`config.mk`:
```
export PLATFORM = sky130hd
export DESIGN_NAME = dds_rom_ctrl
export DESIGN_NICKNAME = d
export VERILOG_FILES = /design/src/rtl/dds_rom_ctrl.sv
export SDC_FILE = /design/constraint.sdc
export NUM_CORES = 1
export LEC_CHECK = 0
export CORE_ASPECT_RATIO = 0.5
export CORE_MARGIN = 8
export CORE_UTILIZATION = 50
export CTS_CLUSTER_DIAMETER = 200
export DETAILED_ROUTE_END_ITERATION = 6
export GPL_TIMING_DRIVEN = 0
export PLACE_DENSITY = 0.76
export SLEW_MARGIN = 20
export SYNTH_ARGS = -nofsm -noshare
export SYNTH_HDL_FRONTEND = slang
export SYNTH_SLANG_ARGS = --single-unit
```
`constraint.sdc`:
```
create_clock -name clk -period 8 [get_ports clk]
set_clock_uncertainty 0.2 [all_clocks]
set_input_delay 1.6 -clock clk [delete_from_list [all_inputs] [get_ports clk]]
set_output_delay 1.6 -clock clk [all_outputs]
set_load 0.05 [all_outputs]
```
`src/rtl/dds_rom_ctrl.sv`:
```
// DDS tone sequencer: walks a phase accumulator, issues one sine-ROM read per clock while
// running, and realigns the returned ROM data with a valid strobe for downstream sample logic.
module dds_rom_ctrl #(
    parameter int PHASE_W = 32,
    parameter int ADDR_W  = 10,
    parameter int DATA_W  = 16,
    parameter int LEN_W   = 16,
    parameter int ROM_LAT = 1
) (
    input  logic               clk,
    input  logic               rst,
    input  logic               cfg_valid,
    output logic               cfg_ready,
    input  logic [PHASE_W-1:0] cfg_ftw,
    input  logic [PHASE_W-1:0] cfg_phase,
    input  logic [LEN_W-1:0]   cfg_len,
    input  logic               start,
    input  logic               stop,
    output logic               rom_en,
    output logic [ADDR_W-1:0]  rom_addr,
    input  logic [DATA_W-1:0]  rom_data,
    output logic [DATA_W-1:0]  dout,
    output logic               dout_valid,
    output logic               busy,
    output logic               done
);

    typedef enum logic [1:0] {
        IDLE  = 2'd0,
        RUN   = 2'd1,
        DRAIN = 2'd2
    } state_t;

    localparam int                 DRAIN_W    = (ROM_LAT < 1) ? 1 : $clog2(ROM_LAT + 1);
    localparam logic [DRAIN_W-1:0] DRAIN_LAST = DRAIN_W'(ROM_LAT);
    localparam logic [LEN_W-1:0]   CNT_ONE    = LEN_W'(1);

    state_t               state_q, state_d;
    logic [PHASE_W-1:0]   phase_q, phase_d;
    logic [PHASE_W-1:0]   ftw_q, ftw_d;
    logic [PHASE_W-1:0]   start_phase_q, start_phase_d;
    logic [LEN_W-1:0]     len_q, len_d;
    logic [LEN_W-1:0]     cnt_q, cnt_d;
    logic [DRAIN_W-1:0]   drain_cnt_q, drain_cnt_d;
    logic                 rom_en_q, rom_en_d;
    logic [ADDR_W-1:0]    rom_addr_q, rom_addr_d;
    logic [DATA_W-1:0]    dout_q, dout_d;
    logic                 dout_valid_q, dout_valid_d;
    logic                 busy_q, busy_d;
    logic                 done_q, done_d;
    logic                 cfg_ready_q, cfg_ready_d;
    logic [ROM_LAT-1:0]   en_pipe_q, en_pipe_d;

    logic                 cfg_take;
    logic [PHASE_W-1:0]   eff_ftw;
    logic [PHASE_W-1:0]   eff_phase;
    logic                 burst_end;
    logic                 data_present;

    // A config offered in the same IDLE cycle as start is used by that start.
    assign cfg_take  = cfg_valid && cfg_ready_q;
    assign eff_ftw   = cfg_take ? cfg_ftw   : ftw_q;
    assign eff_phase = cfg_take ? cfg_phase : start_phase_q;

    // cnt_q counts reads already issued; the cycle showing the last read ends the burst.
    assign burst_end = stop || ((len_q != '0) && (cnt_q == len_q));

    always_comb begin
        state_d       = state_q;
        phase_d       = phase_q;
        ftw_d         = ftw_q;
        start_phase_d = start_phase_q;
        len_d         = len_q;
        cnt_d         = cnt_q;
        drain_cnt_d   = drain_cnt_q;
        rom_en_d      = 1'b0;
        rom_addr_d    = rom_addr_q;
        done_d        = 1'b0;

        if (cfg_take) begin
            ftw_d         = cfg_ftw;
            start_phase_d = cfg_phase;
            len_d         = cfg_len;
        end

        case (state_q)
            IDLE: begin
                if (start) begin
                    rom_en_d   = 1'b1;
                    rom_addr_d = eff_phase[PHASE_W-1 -: ADDR_W];
                    phase_d    = eff_phase + eff_ftw;
                    cnt_d      = CNT_ONE;
                    state_d    = RUN;
                end
            end
            RUN: begin
                if (burst_end) begin
                    drain_cnt_d = '0;
                    state_d     = DRAIN;
                end else begin
                    rom_en_d   = 1'b1;
                    rom_addr_d = phase_q[PHASE_W-1 -: ADDR_W];
                    phase_d    = phase_q + ftw_q;
                    cnt_d      = cnt_q + CNT_ONE;
                end
            end
            DRAIN: begin
                if (drain_cnt_q == DRAIN_LAST) begin
                    done_d  = 1'b1;
                    state_d = IDLE;
                end else begin
                    drain_cnt_d = drain_cnt_q + 1'b1;
                end
            end
            default: begin
                state_d = IDLE;
            end
        endcase

        cfg_ready_d = (state_d == IDLE);
        busy_d      = (state_d != IDLE);
    end

    // rom_en delayed by the ROM latency marks the cycles where rom_data is meaningful.
    generate
        for (genvar gi = 0; gi < ROM_LAT; gi++) begin : g_en_pipe
            if (gi == 0) begin : g_first
                assign en_pipe_d[gi] = rom_en_q;
            end else begin : g_rest
                assign en_pipe_d[gi] = en_pipe_q[gi-1];
            end
        end
    endgenerate

    assign data_present = en_pipe_q[ROM_LAT-1];

    always_comb begin
        dout_d       = dout_q;
        dout_valid_d = data_present;
        if (data_present) begin
            dout_d = rom_data;
        end
    end

    always_ff @(posedge clk) begin
        if (rst) begin
            state_q       <= IDLE;
            phase_q       <= '0;
            ftw_q         <= '0;
            start_phase_q <= '0;
            len_q         <= '0;
            cnt_q         <= '0;
            drain_cnt_q   <= '0;
            rom_en_q      <= 1'b0;
            rom_addr_q    <= '0;
            dout_q        <= '0;
            dout_valid_q  <= 1'b0;
            busy_q        <= 1'b0;
            done_q        <= 1'b0;
            cfg_ready_q   <= 1'b1;
            en_pipe_q     <= '0;
        end else begin
            state_q       <= state_d;
            phase_q       <= phase_d;
            ftw_q         <= ftw_d;
            start_phase_q <= start_phase_d;
            len_q         <= len_d;
            cnt_q         <= cnt_d;
            drain_cnt_q   <= drain_cnt_d;
            rom_en_q      <= rom_en_d;
            rom_addr_q    <= rom_addr_d;
            dout_q        <= dout_d;
            dout_valid_q  <= dout_valid_d;
            busy_q        <= busy_d;
            done_q        <= done_d;
            cfg_ready_q   <= cfg_ready_d;
            en_pipe_q     <= en_pipe_d;
        end
    end

    assign cfg_ready  = cfg_ready_q;
    assign rom_en     = rom_en_q;
    assign rom_addr   = rom_addr_q;
    assign dout       = dout_q;
    assign dout_valid = dout_valid_q;
    assign busy       = busy_q;
    assign done       = done_q;

endmodule
```
==> metrics.txt <==
# TYPE chip_impl_metric gauge
chip_impl_metric{name="clk_transition_reported_paths",unit="ns"} 0.07
chip_impl_metric{name="synth.ff_latch_count",unit=""} 163
chip_impl_metric{name="total_power",unit="mW"} 2.558
chip_impl_metric{name="postCtsResizedCells",unit=""} 0
chip_impl_metric{name="worstRegToRegCells",unit=""} 19
chip_impl_metric{name="power_frac_seq",unit=""} 0.363
chip_impl_metric{name="multiInputGateArea",unit="um2"} 6355
chip_impl_metric{name="grt_util_all_layers",unit=""} 0.2539
chip_impl_metric{name="critical_path.max_stage_delay",unit="ns"} 0.61
chip_impl_metric{name="starting_density",unit=""} 0.5112
chip_impl_metric{name="timing.final.max_slew_violations",unit=""} 0
chip_impl_info{name="synth-main-ff-cell",value="dfxtp_1"} 1
chip_impl_metric{name="gr-usage-met3",unit=""} 0.06488
chip_impl_metric{name="routabilityCongestion",unit=""} 0.9241
chip_impl_metric{name="synth.top_cell.area_share",unit=""} 0.3273
chip_impl_metric{name="setup_violations",unit=""} 0
chip_impl_info{name="r2r_start",value="cfg_ready"} 1
chip_impl_metric{name="synth_edf_count",unit=""} 0
chip_impl_metric{name="detailed_place_hpwl",unit="um"} 24750
chip_impl_info{name="crit_path_end_kind",value="flip-flop"} 1
chip_impl_info{name="crit_path_start_kind",value="input pin"} 1
chip_impl_metric{name="grt_remaining_overflow",unit=""} 0
chip_impl_info{name="yosys.area.top_type",value="dfxtp_1"} 1
chip_impl_metric{name="route.vias.total",unit=""} 9895
chip_impl_metric{name="route.detailed.wl_per_inst",unit="um"} 19.08
chip_impl_metric{name="layout_worst_path_cycle_share",unit=""} 0.8668
chip_impl_metric{name="netSwitchingFraction",unit=""} 0.3547
chip_impl_metric{name="syn-cell-area",unit="um2"} 9970
chip_impl_metric{name="clkSinkCount",unit=""} 163
chip_impl_metric{name="number_of_global_route_vias_before_repair",unit=""} 9553
chip_impl_metric{name="fmax",unit="MHz"} 144.2
chip_impl_metric{name="die_height",unit="um"} 115.9
chip_impl_metric{name="standard_cell_rows",unit=""} 36
chip_impl_metric{name="min_delay_path_depth",unit=""} 1
chip_impl_metric{name="cts_hold_buf",unit=""} 0
chip_impl_metric{name="globalRouteMet2Util",unit=""} 0.3933
chip_impl_metric{name="final_antenna_net_count",unit=""} 0
chip_impl_metric{name="syn_avg_cell_area",unit="um2"} 7.838
chip_impl_metric{name="antenna_found_initial",unit=""} 0
chip_impl_info{name="gr-max-usage-layer",value="met2"} 1
chip_impl_metric{name="setup.reg_to_reg.worst_slack",unit="ns"} 2.24
chip_impl_metric{name="clk_latency_worst_skew_pair",unit="ns"} 0.45
chip_impl_metric{name="number_of_buffers_created_by_cts",unit=""} 17
chip_impl_metric{name="viasPerCell",unit=""} 5.817
chip_impl_metric{name="post-place-cells",unit=""} 1669
chip_impl_metric{name="finish.cell_count_without_fillers",unit=""} 1701
chip_impl_metric{name="yosysSeqAreaShare",unit=""} 0.3273
chip_impl_metric{name="pin_slew_with_the_least_headroom_to_its_limit",unit="ns"} 0.9333
chip_impl_info{name="tritoncts_clock_tree",value="done"} 1
chip_impl_info{name="hp-start",value="state_q[0]"} 1
chip_impl_metric{name="detailedRoute.firstIterationViolations",unit=""} 805
chip_impl_metric{name="maximum_vdd_drop",unit="mV"} 0.1751
chip_impl_metric{name="number_of_warnings_reported_in_the_yosys_synthesis_log",unit=""} 0
chip_impl_info{name="clock-root-buffer",value="clkbuf_16"} 1
chip_impl_metric{name="worst-path-max-fanout",unit=""} 10
chip_impl_metric{name="post-cts-setup-buffers",unit=""} 0
chip_impl_metric{name="cts_buffer_depth",unit=""} 2
chip_impl_metric{name="seqCellArea",unit="um2"} 3263
chip_impl_metric{name="syn-instance-count",unit=""} 1272
chip_impl_info{name="setup_repair_after_global_routing_missed_its_margin",value="no"} 1
chip_impl_metric{name="critical_path_arrival",unit="ns"} 7.01
chip_impl_metric{name="num-nets-final",unit=""} 1585
chip_impl_metric{name="numPortBuffers",unit=""} 131
chip_impl_metric{name="finalHoldViolations",unit=""} 0
chip_impl_metric{name="worst_path_required_time",unit="ns"} 8.08
chip_impl_metric{name="max_cap_viols",unit=""} 0
chip_impl_metric{name="totalNegativeSetupSlack",unit="ns"} 0
chip_impl_metric{name="cts.htree.levels",unit=""} 4
chip_impl_info{name="worstHoldEndpoint",value="done"} 1
chip_impl_metric{name="fillCellCount",unit=""} 1692
chip_impl_metric{name="drcViolationCount",unit=""} 0
chip_impl_metric{name="synth_nets",unit=""} 1435
chip_impl_metric{name="design.portCount",unit=""} 132
chip_impl_metric{name="drt_wl_total",unit="um"} 32450
chip_impl_metric{name="grt_start_max_net_pins",unit=""} 17
chip_impl_metric{name="grt_first_pass_wirelength",unit="um"} 50390
chip_impl_metric{name="synth_cell_types",unit=""} 78
chip_impl_metric{name="combPwrFrac",unit=""} 0.316
chip_impl_metric{name="synthToLayoutAreaGrowth",unit="%"} 22.24
chip_impl_metric{name="leakage_component_of_the_power",unit="nW"} 5.283
chip_impl_metric{name="netSwitchingPower",unit="mW"} 0.9074
chip_impl_info{name="run_status",value="complete, no violations"} 1
chip_impl_info{name="timing.critical_path.slowest_stage_cell",value="clkbuf_1"} 1
chip_impl_metric{name="drt-pass1-iter-count",unit=""} 6
chip_impl_metric{name="routing_usage_on_met1",unit=""} 0.3402
chip_impl_info{name="post_synth_main_area_contributors",value="dfxtp_1, nand2_1, ha_1, a21oi_1, nor2_1"} 1
chip_impl_metric{name="power.clock.fraction",unit=""} 0.321
chip_impl_metric{name="post_route_cells_drive_above_1_share",unit=""} 0.04878
chip_impl_info{name="critical_path_class",value="in -> reg"} 1
chip_impl_info{name="critical_path.cell_chain",value="clkdlybuf4s50_1 -> and2_4 -> buf_6 -> clkbuf_1 -> clkbuf_1 -> nand2_1 -> nand2_1 -> ha_1 -> inv_1 -> fa_1 -> nor2b_1 -> o2111ai_1 -> a21oi_1 -> a221oi_2 -> o31a_4 -> o21a_2 -> o31ai_4 -> o41ai_2 -> mux2i_1 -> a21oi_1"} 1
chip_impl_metric{name="dieWidth",unit="um"} 215.7
chip_impl_info{name="hold_path_class",value="reg -> reg"} 1
chip_impl_metric{name="floorplan.die_area",unit="um2"} 24990
chip_impl_metric{name="antennaDiodeCount",unit=""} 0
chip_impl_metric{name="power-per-cell-area",unit="nW/um2"} 209.9
chip_impl_metric{name="floorplan.core_area",unit="um2"} 19500
chip_impl_info{name="r2r_end",value="phase_q[30]"} 1
chip_impl_metric{name="time_the_final_worst_path_needs_with_i_o_delays_and_setup",unit="ns"} 6.935
chip_impl_metric{name="internal-power",unit="mW"} 1.651
chip_impl_metric{name="slew_headroom",unit=""} 0.3755
chip_impl_metric{name="synth-async-reset-ratio",unit=""} 0
[layout by cell type, fill, tap and decap left out, types with 4 or more instances in the layout]
cell and instances:
inv_1 29, or2_2 4, xor2_1 42, o21a_1 12, nand3_1 17, buf_1 9, nor2b_1 14, nor2_1 133
mux2i_1 46, o21ai_0 37, clkbuf_1 46, a21o_1 22, a211oi_1 18, clkbuf_16 17, dfxtp_1 163, nor4_1 7
o211ai_1 4, xnor2_1 50, a31oi_1 9, o31ai_1 4, nor3_1 15, maj3_1 5, o21ai_1 8, and3_1 11
nand2_1 246, a21oi_1 145, clkdlybuf4s50_1 131, o21bai_1 8, a311oi_1 9, nand4_1 15, buf_2 5, ha_1 60
nand2b_1 13, and2_1 6, a21oi_2 4
[power by group through the flow]
stage               registers [mW]  logic, mW  clock network [mW]
CTS                          0.927      0.795               0.829
detailed placement           0.945      0.787                   0
floorplan                    0.968      0.513                   0
finish                       0.929      0.809               0.820
global route                 0.935      0.879               0.863
global placement             0.942      0.770                   0
[sequential cells by signal, summed over array words and instances, names as in the netlist, 2 cells and up, named ones only]
signal         count
cnt_q             16
dout              16
ftw_q             31
len_q             16
phase_q           32
rom_addr          10
start_phase_q     32
state_q            2
[Yosys cell counts, drive strengths merged, types with 5 or more instances]
master and n:
and3 11, buf 16, maj3 5, xnor2 50, nand2b 13, nor2b 14
a21o 22, nand2 247, a311oi 9, ha 60, a31oi 10, o21a 13
o21ai 47, dfxtp 163, nor3 15, nor2 133, nand3 18, clkbuf 44
inv 29, o31ai 6, o211ai 6, and2 7, a21oi 149, mux2i 46
a211oi 19, xor2 42, o21bai 9, nor4 7, nand4 15
[layout make-up]
cell class,instances,area share
sequential,163,0.2678
clock buffer,22,0.03891
tap,266,0.02731
timing repair buffer,131,0.1076
multi-input combinational,1020,0.5215
inverter,29,0.008932
clock inverter,10,0.008111
buffer,60,0.01992
[worst max path at each step]
stage	start	end	slack [ns]
2_1_floorplan	cfg_valid	phase_q[30]	2.67
3_5_place_dp	cfg_valid	phase_q[30]	0.78
3_3_place_gp	cfg_valid	phase_q[30]	0.85
6_report	cfg_valid	phase_q[30]	1.07
4_1_cts	cfg_valid	phase_q[30]	1.21
5_1_grt	cfg_valid	phase_q[30]	0.91
[kinds of logic (layout without fill, tap and decap cells)]
| group | count (synthesis) | after routing | synth area share |
|---|---|---|---|
| AOI/OAI and AO/OA | 321 | 321 | 0.2115 |
| adders and majority gates | 67 | 67 | 0.08434 |
| and+or+nand+nor | 492 | 492 | 0.2120 |
| xor gates and xnor gates | 92 | 92 | 0.08082 |
| buffers and inverters | 89 | 252 | 0.03527 |
| muxes | 48 | 48 | 0.04882 |
| DFF | 163 | 163 | 0.3273 |
[metal layers]
metal,share of wire,wire (um)
met5,0,0
met2,0.43,13970
met4,0.025,812
met1,0.46,14770
met3,0.089,2901
[through the flow]
| step | cell area, um2 | util | hold WS, ns | setup slack, ns |
|---|---|---|---|---|
| 2_1_floorplan | 9970 | - | 0.2233 | 2.666 |
| 3_3_place_gp | 11610 | 0.5955 | 0.2389 | 0.8456 |
| 3_5_place_dp | 11610 | 0.5955 | 0.2481 | 0.7833 |
| 4_1_cts | 12190 | 0.6248 | 0.2586 | 1.210 |
| 5_1_grt | 12190 | 0.6248 | 0.2824 | 0.9062 |
| 6_report | 12190 | 0.6248 | 0.2602 | 1.065 |
[critical path, delay by kind of cell]
family / cells / cell delay (ns)
mux: 1 / 0.20
fa+ha+maj: 2 / 0.62
buf+inv: 5 / 1.97
compound gates: 8 / 1.80
simple gates: 4 / 0.80
(Power assumes the default switching activity.)
